[src/rtl/dot_accumulate.sv]
// Sums LENGTH consecutive unsigned products into one dot-product term, result on a valid/ready port.
// Latency: sum_valid rises 1 cycle after the LENGTH-th transfer. Backpressure: prod_ready low while a sum is held.
// Optional SATURATE_EN: clamp the accumulator at 2^ACCWIDTH-1 and raise a sticky overflow flag.
module dot_accumulate #(
  parameter int INWIDTH  = 8,
  parameter int OUTWIDTH = 2*INWIDTH,
  parameter int LENGTH   = 4,
  parameter int ACCWIDTH = OUTWIDTH + $clog2(LENGTH)
) (
  input  logic                         clk,
  input  logic                         rst,
  input  logic                         clear,
  input  logic                         prod_valid,
  output logic                         prod_ready,
  input  logic [OUTWIDTH-1:0]          prod,
  output logic                         sum_valid,
  input  logic                         sum_ready,
  output logic [ACCWIDTH-1:0]          sum,
  output logic [$clog2(LENGTH+1)-1:0]  term_count,
  output logic                         overflow
);

  localparam int CNTW = $clog2(LENGTH+1);
  localparam logic [0:0] ST_ACCUM = 1'b0;
  localparam logic [0:0] ST_HOLD  = 1'b1;
  localparam logic [CNTW-1:0] LAST_CNT = CNTW'(LENGTH-1);

  logic [0:0]          state_q, state_d;
  logic [ACCWIDTH-1:0] acc_q, acc_d;
  logic [ACCWIDTH-1:0] sum_q, sum_d;
  logic [CNTW-1:0]     term_count_q, term_count_d;
  logic [ACCWIDTH-1:0] add_res;
  logic                add_ovf;

  assign prod_ready = (state_q == ST_ACCUM);
  assign sum_valid  = (state_q == ST_HOLD);
  assign sum        = sum_q;
  assign term_count = term_count_q;

`ifdef SATURATE_EN
  // One spare bit above the wider operand so the true sum is never lost before the compare.
  localparam int SUMW = ((ACCWIDTH > OUTWIDTH) ? ACCWIDTH : OUTWIDTH) + 1;
  localparam logic [SUMW-1:0] ACC_MAX = SUMW'({ACCWIDTH{1'b1}});

  logic [SUMW-1:0] add_full;
  logic            overflow_q, overflow_d;

  always_comb begin
    add_full = SUMW'(acc_q) + SUMW'(prod);
    add_ovf  = (add_full > ACC_MAX);
    add_res  = add_ovf ? {ACCWIDTH{1'b1}} : add_full[ACCWIDTH-1:0];
  end

  always_comb begin
    overflow_d = overflow_q;
    if (!clear && prod_valid && prod_ready && add_ovf) begin
      overflow_d = 1'b1;
    end
  end

  always_ff @(posedge clk) begin
    if (rst) begin
      overflow_q <= 1'b0;
    end else begin
      overflow_q <= overflow_d;
    end
  end

  assign overflow = overflow_q;
`else
  always_comb begin
    add_res = acc_q + ACCWIDTH'(prod);
    add_ovf = 1'b0;
  end

  assign overflow = 1'b0;
`endif

  always_comb begin
    state_d      = state_q;
    acc_d        = acc_q;
    sum_d        = sum_q;
    term_count_d = term_count_q;
    if (clear) begin
      // Abort wins over both handshakes: the presented product and any held sum are dropped.
      state_d      = ST_ACCUM;
      acc_d        = '0;
      term_count_d = '0;
    end else begin
      case (state_q)
        ST_ACCUM: begin
          if (prod_valid) begin
            if (term_count_q == LAST_CNT) begin
              sum_d        = add_res;
              acc_d        = '0;
              term_count_d = '0;
              state_d      = ST_HOLD;
            end else begin
              acc_d        = add_res;
              term_count_d = term_count_q + 1'b1;
            end
          end
        end
        ST_HOLD: begin
          if (sum_ready) begin
            state_d = ST_ACCUM;
          end
        end
        default: begin
          state_d = ST_ACCUM;
        end
      endcase
    end
  end

  always_ff @(posedge clk) begin
    if (rst) begin
      state_q      <= ST_ACCUM;
      acc_q        <= '0;
      sum_q        <= '0;
      term_count_q <= '0;
    end else begin
      state_q      <= state_d;
      acc_q        <= acc_d;
      sum_q        <= sum_d;
      term_count_q <= term_count_d;
    end
  end

endmodule
[config.mk]
export PLATFORM = sky130hd
export DESIGN_NAME = dot_accumulate
export DESIGN_NICKNAME = d
export VERILOG_FILES = /design/src/rtl/dot_accumulate.sv
export SDC_FILE = /design/constraint.sdc
export NUM_CORES = 1
export LEC_CHECK = 0
export ABC_AREA = 1
export CAP_MARGIN = 15
export CELL_PAD_IN_SITES_DETAIL_PLACEMENT = 0
export CELL_PAD_IN_SITES_GLOBAL_PLACEMENT = 1
export CORE_AREA = 2 2 78 80
export CTS_BUF_LIST = sky130_fd_sc_hd__clkbuf_4
export DETAILED_ROUTE_END_ITERATION = 10
export DIE_AREA = 0 0 80 82
export DONT_BUFFER_PORTS = 1
export PLACE_DENSITY_LB_ADDON = 0.25
export REMOVE_ABC_BUFFERS = 1
export SLEW_MARGIN = 15
export SYNTH_ARGS = -nofsm -noshare
export SYNTH_HDL_FRONTEND = slang
export SYNTH_SLANG_ARGS = --single-unit
[constraint.sdc]
create_clock -name clk -period 2 [get_ports clk]
set_clock_uncertainty 0.05 [all_clocks]
set_input_delay 0.3 -clock clk [delete_from_list [all_inputs] [get_ports clk]]
set_output_delay 0.3 -clock clk [all_outputs]
set_load 0.05 [all_outputs]
* Word level (Yosys, flattened, before mapping)
Cells that the tools add are included.
Operators by class: mux-type cells 6, reductions and logical operators 3, bitwise operators 2, $add $sub $neg 2, equality and inequality tests 1
Operators with widths (count):
- $add 18x16->18 | 1
- $mux 18 | 1
- $reduce_and 4->1 | 1
- $add 3x1->3 const B | 1
- $eq 3x2->1 const B | 1
- $mux 1 | 3
- $mux 3 | 1
- $not 1->1 | 2
- $pmux 1 s2 | 1
- $reduce_and 2->1 | 1
- $reduce_or 2->1 | 1
Word-level totals: input bits 21, output and inout bits 24, flip-flop bits (word level) 40

* Logic depth before layout (Yosys ltp)
Gate-level depths: netlist of the first run.
depth after elaboration 4, depth in mapped cells 15, gate-level depth less buffers 15

* Least setup slack after synthesis of the first run
Ideal clock, no wire load.
path kind register -> register, start point register term_count_q[0], in the netlist term_count[0], end point register sum_q[10], in the netlist sum[10], required time 1.835 ns, clock period less this slack 1.850 ns, arrival time 1.685 ns, buffers on the path 1, setup slack 0.150 ns, stages on the path, launching flop included 10, setup time 0.115 ns, path through dfxtp_1 ha_1 inv_2 nor2_4 nand2_4 nor2_8 buf_8 nand2_1 o211ai_1 inv_2
On the way: cells in the longest elaborated chain, start to end 2
Ends and longest elaborated chain:
- start: declaration | line 31 | logic [CNTW-1:0] term_count_q, term_count_d;
- start signal: assignment | line 126 | term_count_q <= term_count_d;
- $eq 3x2->1 | line 93 | if (term_count_q == LAST_CNT) begin
- $reduce_and 4->1 (no source line)
- end signal: assignment | line 125 | sum_q <= sum_d;
- end: declaration | line 30 | logic [ACCWIDTH-1:0] sum_q, sum_d;
Every way passes these cells. A chain may end at the register's enable or synchronous reset.

* Worst setup path after layout of the first run
start point register acc_q[0], end point register acc_q[8]
On the way: cells in the longest elaborated chain, start to end 2
Ends and longest elaborated chain:
- start: declaration | line 29 | logic [ACCWIDTH-1:0] acc_q, acc_d;
- start signal: assignment | line 119 | acc_q <= '0;
- start signal: assignment | line 124 | acc_q <= acc_d;
- $add 18x16->18 | line 72 | add_res = acc_q + ACCWIDTH'(prod);
- $mux 18 | line 93
Every way passes these cells.

==> flow_metrics.py, run 1 <==
metrics = {
    "critical_path": {
        "cpPeakStageDelay_ns": 0.37,
        "crit_arrival_ns": 2.12,
        "worstSetupPathType": "reg -> reg",
        "end_kind": "register",
        "path_cells": "ha_4 > inv_1 > fa_2 > inv_1 > nand3_1 > nand2_2 > nand2_1 > nand2_2 > buf_4 > xor2_2 > nand2_1 > a21oi_1",
        "critPathRequiredTime_ns": 2.24,
        "slowest_stage": "dfxtp_2",
        "startpoint_type": "register",
        "cp_max_fo": 3,
        "ff2ff_path_depth": 12,
    },
    "grt": {
        "grt_pass1_vias": 2232,
        "grt_pass1_wl_mm": 10.3,
        "grt-ovfl-total": 0,
        "grt_use_total_pct": 20.5,
        "grt_max_degree": 23,
        "antenna_found_initial": 0,
    },
    "floorplanning": {
        "dieArea_sq_um": 6560,
        "fp.coreArea_sq_um": 5750,
        "design.portCount": 45,
        "die_y_um": 82,
        "die_w_um": 80,
        "start_util_pct": 45.2,
        "row_count": 28,
    },
    "run": {
        "maxCapViolCount": 0,
    },
    "detailed_routing": {
        "num_vias": 2254,
        "via_per_inst": 4.85,
        "drt_iter0_markers": 91,
        "wirelength_mm": 6.12,
        "top_layer_used": "met4",
        "first_pass_iters": 4,
        "wirelength_met1_mm": 3.00,
        "ant_nets": 0,
        "drc": 0,
        "dr_wl_met2_mm": 2.74,
        "avgRoutedWirePerCell_um": 13.2,
        "wl_met3_um": 331,
    },
    "timing": {
        "hold_viol": 0,
        "finalMaxSlewViolations": 0,
        "worst-slew-pin-transition_ns": 0.836,
        "period_share_pct": 94.0,
        "period_needed_ns": 1.88,
        "max_freq_ghz": 0.532,
        "setup_viol": 0,
        "fin_tns_setup_ns": 0,
        "timing.slew.headroom_pct": 44.2,
        "whs_ns": 0.0290,
    },
    "layout": {
        "diodes": 0,
        "layout.nets": 428,
        "utilization_pct": 49.8,
        "final_common_cell": "nand2_1",
        "drive_above_1_share_pct": 19.2,
        "mostFrequentLayoutCells": "nand2_1, inv_1, dfxtp_1",
        "synthToLayoutAreaGrowth_pct": 10.2,
    },
    "clock_network": {
        "path_clk_slew_ns": 0.13,
        "cts_buffers": 5,
        "cts_max_level": 2,
        "cts_tree": "built",
        "cts.sinks": 40,
        "clock_latency_ns": 0.35,
        "clockBufferDepth": 2,
        "cts_root_buffer": "clkbuf_4",
    },
    "synthesis": {
        "synthDistinctLibCells": 38,
        "ys_ff_latch": 40,
        "synth_edf_count": 0,
        "seq_area_frac_synth_pct": 30.9,
        "syn_area_per_cell_sq_um": 6.88,
        "syn_area_sq_um": 2590,
        "async_flop_share_pct": 0,
        "synth_flop_cell": "dfxtp_1",
        "synthCells": 377,
        "synth_area_leaders": "dfxtp_1, nand2_1, ha_1, inv_1, a21oi_1",
        "netlist.top_cell.by_area": "dfxtp_1",
        "yosysWarnings": 0,
        "synth_top_cell_area_share_pct": 30.9,
    },
    "power": {
        "p_switching_w": 0.000487,
        "pwr_density_cell_nw_per_um2": 582,
        "ir_drop_mv": 0.313,
        "finalPower_w": 0.00166,
        "p_int_w": 0.00118,
        "swShare_pct": 29.3,
        "leakagePower_nw": 1.43,
        "seq_power_share_pct": 49.4,
        "clockPowerShare_pct": 32.3,
        "p_comb_share_pct": 18.3,
    },
    "placed_design": {
        "io_buffers": 0,
        "gp_congestion": 0.869,
        "place_hpwl_mm": 4.57,
    },
    "outcome": {
        "status": "completed",
    },
    "worst_hold_path": {
        "holdPathStages": 3,
        "hp-class": "in -> reg",
    },
}
stage by stage:
stage / instances / cell area (sq um) / setup WS (ns)
after floorplan: 368 / 2530 / -0.0664
after global placement: 452 / 2710 / 0.0717
after detailed placement: 452 / 2710 / 0.0201
after CTS: 461 / 2800 / 0.00238
after global routing: 465 / 2860 / -0.00926
final: 465 / 2860 / 0.120
synth_stat cells (2+ instances only):
cell,number
inv_1,43
nor2_2,12
ha_1,17
inv_2,8
nand3b_1,3
o21ai_0,10
o21ai_1,6
buf_2,4
nor2_4,2
nand2_1,107
dfxtp_1,40
or2_1,2
nand3_2,5
a21oi_2,7
nand2_2,10
a21oi_1,30
xor2_1,5
nor2_1,28
clkbuf_1,2
nand3_1,18
final cells by class:
| type | count | area (sq um) |
|---|---|---|
| clock buffer | 5 | 37.5 |
| multi-input combinational | 277 | 1580 |
| inverter | 51 | 191 |
| timing repair buffer | 14 | 123 |
| fill | 628 | 2890 |
| tap | 75 | 93.8 |
| sequential | 40 | 802 |
| clock inverter | 3 | 37.5 |
state kept, by name, indices dropped and copies added, names as in the netlist:
register	flops
acc_q	18
term_count	3
sum_valid	1
sum	18
power groups by stage:
stage               clock network [W]  registers (W)  logic [W]
finish                       0.000537       0.000823   0.000305
global route                 0.000595       0.000825   0.000353
CTS                          0.000560       0.000823   0.000294
detailed placement                  0       0.000840   0.000290
global placement                    0       0.000840   0.000289
floorplan                           0       0.000843   0.000222
timing repair:
| action | in CTS | in global routing |
|---|---|---|
| setup endpoints to repair | 2 | 11 |
| pin swaps | 0 | 3 |
| hold buffers | 1 | 1 |
| gates resized for setup | 1 | 7 |
| endpoints found under the hold margin | 1 | 1 |
| buffers inserted | 0 | 3 |
worst paths after layout:
path | startpoint | end | slack (ns)
max | acc_q[0]$_SDFFE_PP0P_ | acc_q[8]$_SDFFE_PP0P_ | 0.12
min | rst | sum[11]$_SDFFE_PP0P_ | 0.03
max reg2reg | acc_q[0]$_SDFFE_PP0P_ | acc_q[8]$_SDFFE_PP0P_ | 0.12
min reg2reg | acc_q[2]$_SDFFE_PP0P_ | acc_q[2]$_SDFFE_PP0P_ | 0.43
routing by layer:
metal	vias to the layer above	GRT usage, %
li1	1213	-
met1	997	25.9
met2	40	34.7
met3	4	6.15
met4	0	4.58
met5	-	0
cells by family after synthesis:
kind of cell	count (synthesis)	share of synthesized area [%]
other	1	0.145
buffers and inverters	60	9.74
DFF	40	30.9
AOI/OAI and AO/OA	59	13.7
and+or+nand+nor	193	34.6
adders and majority gates	18	8.97
xor gates and xnor gates	6	2.03
worst max-delay path: cells and delay by family, from the launching register on:
kind	cells	cell delay [ns]
fa+ha+maj	2	0.47
simple gates	5	0.41
flops	1	0.37
buf+inv	3	0.23
xor+xnor	1	0.16
compound gates	1	0.11
Note: power is estimated with default switching activity, not from simulation.
==> run 2, diff against run 1 <==
Settings changed: CORE_AREA 2 2 78 80 to 2 2 79 81, CTS_BUF_LIST sky130_fd_sc_hd__clkbuf_4 to sky130_fd_sc_hd__clkbuf_4 sky130_fd_sc_hd__clkbuf_8 sky130_fd_sc_hd__clkbuf_16, DIE_AREA 0 0 80 82 to 0 0 81 83, REMOVE_ABC_BUFFERS 1 to not set.
==> flow_metrics.py, run 2 (synthesis gave the netlist of run 1 again) <==
metrics = {
    "layout": {
        "drive_above_1_share_pct": 21.1,
        "synthToLayoutAreaGrowth_pct": 11.3,
        "diodes": 0,
        "mostFrequentLayoutCells": "nand2_1, inv_1, dfxtp_1",
        "design_area_sq_um": 2890,
        "layout.nets": 427,
        "final_common_cell": "nand2_1",
        "final-instance-count-excl-fill": 464,
    },
    "detailed_routing": {
        "num_vias": 2258,
        "drc": 0,
        "first_pass_iters": 4,
        "wirelength_mm": 6.30,
        "via_per_inst": 4.87,
        "ant_nets": 0,
        "drt_iter0_markers": 96,
        "avgRoutedWirePerCell_um": 13.6,
    },
    "timing": {
        "finalMaxSlewViolations": 0,
        "max_freq_ghz": 0.525,
        "fin_tns_setup_ns": 0,
        "setup_ws_ns": 0.0956,
        "worst-slew-pin-transition_ns": 0.841,
        "period_share_pct": 95.2,
        "timing.slew.headroom_pct": 43.9,
        "period_needed_ns": 1.90,
        "hold_viol": 0,
        "setup_viol": 0,
        "rsz0062_at_grt": "true",
    },
    "grt": {
        "grt_pass1_wl_mm": 10.4,
        "grt_use_total_pct": 20.0,
        "grt_pass1_vias": 2207,
        "grt_max_degree": 23,
        "grt-ovfl-total": 0,
        "antenna_found_initial": 0,
    },
    "worst_hold_path": {
        "hp-class": "in -> reg",
    },
    "power": {
        "leakagePower_nw": 1.44,
        "pwr_density_cell_nw_per_um2": 646,
        "ir_drop_mv": 0.326,
        "finalPower_w": 0.00186,
    },
    "critical_path": {
        "critPathRequiredTime_ns": 2.15,
        "path_cells": "ha_4 > inv_2 > fa_2 > inv_2 > nand3_2 > nand2_2 > nand2_2 > nand2_2 > nand2_2 > nand2_1 > nand2_1 > nand2_1 > nand2_1 > o211ai_1 > inv_2",
        "crit_buf_inv": 3,
        "worstSetupPathType": "reg -> reg",
        "cpPeakStageDelay_ns": 0.37,
        "cp_top_family": "simple AND/OR/NAND/NOR gates",
        "crit_arrival_ns": 2.05,
        "cp_max_fo": 3,
        "end_kind": "register",
        "startpoint_type": "register",
        "slowest_stage": "fa_2",
    },
    "synthesis": {
        "synthesis.nets": 416,
    },
    "clock_network": {
        "cts_tree": "built",
        "cts.sinks": 40,
        "cts_max_level": 2,
        "clockBufferDepth": 2,
        "path_clk_slew_ns": 0.08,
        "clock_latency_ns": 0.30,
        "cts_buffers": 5,
        "cts_hold_buf": 0,
        "cts_root_buffer": "clkbuf_8",
    },
    "floorplanning": {
        "dieArea_sq_um": 6720,
        "start_util_pct": 44.6,
        "row_count": 28,
        "design.portCount": 45,
        "fp.coreArea_sq_um": 5820,
        "die_y_um": 83,
        "die_w_um": 81,
    },
    "placed_design": {
        "io_buffers": 0,
        "placed_cells": 454,
        "gp_congestion": 0.893,
        "dpl_worst_slack_ns": 0.0413,
        "dpl_cell_area_sq_um": 2710,
        "place_hpwl_mm": 4.83,
    },
    "run": {
        "maxCapViolCount": 0,
    },
    "outcome": {
        "status": "completed",
    },
}
-- run 2: cell types whose count changed in the layout (fill, tap and decap cells not counted), sizes merged --
| cell | delta |
|---|---|
| buf | +1 |
| dlygate4sd3 | -2 |
| clkinv | -1 |
| clkbuf | +1 |
-- run 2: stage by stage --
step / util (%) / hold slack, ns
3_5_place_dp: 46.6 / 0.376
3_3_place_gp: 46.6 / 0.373
5_1_grt: 49.7 / 0.0573
4_1_cts: 48.7 / 0.0539
2_1_floorplan: - / 0.368
6_report: 49.7 / 0.0546
-- run 2: routing by layer --
| layer | GRT usage [%] | routed length, um | up-vias |
|---|---|---|---|
| li1 | - | - | 1208 |
| met1 | 24.0 | 2750 | 989 |
| met5 | 0 | 0 | - |
| met3 | 5.33 | 291 | 10 |
| met2 | 34.5 | 3130 | 51 |
| met4 | 5.55 | 126 | 0 |
-- run 2: power breakdown --
| group | internal (W) | switching (W) |
|---|---|---|
| registers | 0.000812 | 0.0000107 |
| logic | 0.000105 | 0.000206 |
| clock network | 0.000409 | 0.000323 |
| total | 0.00133 | 0.000540 |
-- run 2: final cells by class --
| type | instances | area (sq um) |
|---|---|---|
| Clock inverter | 2 | 38.8 |
| Multi-Input combinational cell | 277 | 1580 |
| Clock buffer | 6 | 82.6 |
| Timing Repair Buffer | 13 | 97.6 |
| Tap cell | 75 | 93.8 |
| Fill cell | 639 | 2930 |
| Sequential cell | 40 | 802 |
| Inverter | 51 | 191 |
-- run 2: final timing paths --
kind	start	endpoint	slack (ns)	cells after the start
max	acc_q[0]$_SDFFE_PP0P_	sum[10]$_SDFFE_PP0P_	0.1	15
min	prod_valid	term_count[0]$_SDFFE_PP0P_	0.05	1
max reg2reg	acc_q[0]$_SDFFE_PP0P_	sum[10]$_SDFFE_PP0P_	0.1	15
min reg2reg	acc_q[5]$_SDFFE_PP0P_	acc_q[5]$_SDFFE_PP0P_	0.42	2
-- run 2: timing repair --
action / CTS / global route
setup buffers: 0 / 2
resized for setup: 0 / 12
setup endpoints to repair: 0 / 10
==> run 3, diff against run 2 <==
Settings changed: GPL_TIMING_DRIVEN set to 0.
==> flow_metrics.py, run 3 (synthesis gave the netlist of run 1 again) <==
metrics = {
    "detailed_routing": {
        "wirelength_mm": 6.14,
        "first_pass_iters": 4,
        "via_per_inst": 4.90,
        "num_vias": 2266,
        "top_layer_used": "met4",
        "dr_wl_met2_mm": 2.95,
        "wirelength_met1_mm": 2.86,
        "drt_iter0_markers": 91,
        "wl_met3_um": 251,
        "ant_nets": 0,
        "drc": 0,
        "avgRoutedWirePerCell_um": 13.3,
    },
    "timing": {
        "hold_viol": 0,
        "worst-slew-pin-transition_ns": 0.551,
        "rsz0062_at_grt": "true",
        "timing.slew.headroom_pct": 63.3,
        "period_share_pct": 95.4,
        "setup_viol": 0,
        "max_freq_ghz": 0.524,
        "period_needed_ns": 1.91,
        "finalMaxSlewViolations": 0,
        "setup_ws_ns": 0.0917,
    },
    "layout": {
        "drive_above_1_share_pct": 20.9,
        "diodes": 0,
        "final_common_cell": "nand2_1",
        "mostFrequentLayoutCells": "nand2_1, inv_1, dfxtp_1",
        "multi_input_area_sq_um": 1580,
        "fillers": 613,
        "final-instance-count-excl-fill": 462,
        "seq_area_sq_um": 807,
        "synthToLayoutAreaGrowth_pct": 11.0,
        "utilization_pct": 49.5,
        "layout.nets": 426,
    },
    "power": {
        "ir_drop_mv": 0.333,
        "pwr_density_cell_nw_per_um2": 667,
        "seq_power_share_pct": 43.0,
        "swShare_pct": 27.0,
        "p_int_w": 0.00140,
        "clockPowerShare_pct": 41.1,
        "p_switching_w": 0.000519,
        "p_comb_share_pct": 15.9,
        "leakagePower_nw": 1.43,
    },
    "critical_path": {
        "worstSetupPathType": "reg -> reg",
        "startpoint_type": "register",
        "slowest_stage": "fa_2",
        "cp_max_fo": 3,
        "r2r_slack_ns": 0.09,
        "ff2ff_path_depth": 11,
        "worstReg2RegEnd": "acc_q[6]$_SDFFE_PP0P_",
        "cpPeakStageDelay_ns": 0.37,
        "r2r_start": "acc_q[0]$_SDFFE_PP0P_",
        "crit_arrival_ns": 2.09,
        "path_cells": "ha_4 > inv_1 > fa_2 > inv_2 > nand3_2 > nand2_2 > nand2_1 > nand2_2 > xor2_1 > nand2_1 > a21oi_1",
        "end_kind": "register",
        "critPathRequiredTime_ns": 2.18,
    },
    "clock_network": {
        "path_clk_slew_ns": 0.08,
        "cts.sinks": 40,
        "clockBufferDepth": 2,
        "cts_tree": "built",
        "cts_root_buffer": "clkbuf_8",
        "cts_hold_buf": 0,
        "cts_buffers": 5,
        "clock_latency_ns": 0.30,
        "cts_max_level": 2,
    },
    "grt": {
        "grt_max_degree": 13,
        "grt_use_total_pct": 19.1,
        "grt_pass1_wl_mm": 9.94,
        "grt_pass1_vias": 2093,
        "grt-ovfl-total": 0,
        "antenna_found_initial": 0,
    },
    "worst_hold_path": {
        "holdPathStages": 1,
        "min_to": "term_count[0]$_SDFFE_PP0P_",
        "worstHoldStart": "prod_valid",
        "hp-class": "in -> reg",
    },
    "placed_design": {
        "io_buffers": 0,
        "gp_congestion": 0.839,
        "dpl_worst_slack_ns": -0.0704,
        "placed_cells": 452,
        "place_hpwl_mm": 4.77,
    },
    "floorplanning": {
        "die_w_um": 81,
        "die_y_um": 83,
        "row_count": 28,
        "dieArea_sq_um": 6720,
        "fp.coreArea_sq_um": 5820,
        "start_util_pct": 44.6,
        "design.portCount": 45,
    },
    "synthesis": {
        "synthesis.nets": 416,
    },
    "outcome": {
        "status": "completed",
    },
    "run": {
        "maxCapViolCount": 0,
    },
}
run 3: changes by cell type in the layout (fill, tap and decap cells not counted), moves of 2 or more:
cell and delta:
dfxtp_2 +4, buf_2 +4, clkbuf_1 +2, dfxtp_1 -4, buf_4 -9
run 3: cell type report:
cell class              instances  area share, %
multi-input cells             277           54.7
flip-flops and latches         40           28.0
inverters                      51           6.64
well taps                      75           3.26
clock buffers                   5           2.39
plain buffers                   9           2.13
clock inverters                 2           2.08
repair buffers                  3          0.782
run 3: worst max-delay path by stage:
stage               slack [ns]                     to  depth (start not counted)                        from
global placement         -0.05   sum[10]$_SDFFE_PP0P_                         15       acc_q[0]$_SDFFE_PP0P_
detailed placement       -0.07   sum[10]$_SDFFE_PP0P_                         15       acc_q[0]$_SDFFE_PP0P_
global route             -0.03   sum[16]$_SDFFE_PP0P_                         15       acc_q[0]$_SDFFE_PP0P_
CTS                       0.01   sum[10]$_SDFFE_PP0P_                         15       acc_q[0]$_SDFFE_PP0P_
finish                    0.09  acc_q[6]$_SDFFE_PP0P_                         11       acc_q[0]$_SDFFE_PP0P_
floorplan                 0.15   sum[10]$_SDFFE_PP0P_                          9  term_count[0]$_SDFFE_PP0P_
run 3: power groups by stage:
stage	clock [W]	combinational, W	sequential, W
finish	0.000790	0.000306	0.000827
CTS	0.000811	0.000302	0.000827
floorplan	0	0.000231	0.000843
global placement	0	0.000297	0.000845
global route	0.000840	0.000345	0.000829
detailed placement	0	0.000298	0.000846
run 3: metal layers:
metal,vias up,track usage [%]
li1,1210,-
met1,1009,24.4
met2,39,32.3
met3,8,3.70
met4,0,5.55
met5,-,0
run 3: metrics by stage:
step	setup TNS, ns	hold WS, ns	area, sq um	power [W]
finish	0	0.0667	2880	0.00192
global route	-0.0680	0.0604	2880	0.00201
CTS	0	0.0616	2830	0.00194
detailed placement	-0.187	0.391	2690	0.00114
global placement	-0.119	0.368	2690	0.00114
floorplan	0	0.368	2590	0.00107
run 3: timing repair:
item                                    in CTS  in global routing
endpoints found under the setup margin      19                 17
resized for setup                            6                  9
pin swaps                                    0                  9
setup buffers                                0                  3
run 3: worst max-delay path: cells and delay by family, from the launching register on:
kind                     cells  cell delay (ns)
AO/OA/AOI/OAI                1             0.12
XOR/XNOR                     1             0.29
adder cells (fa/ha/maj)      2             0.50
buffers and inverters        2             0.11
flip-flops                   1             0.35
AND/OR/NAND/NOR              5             0.40
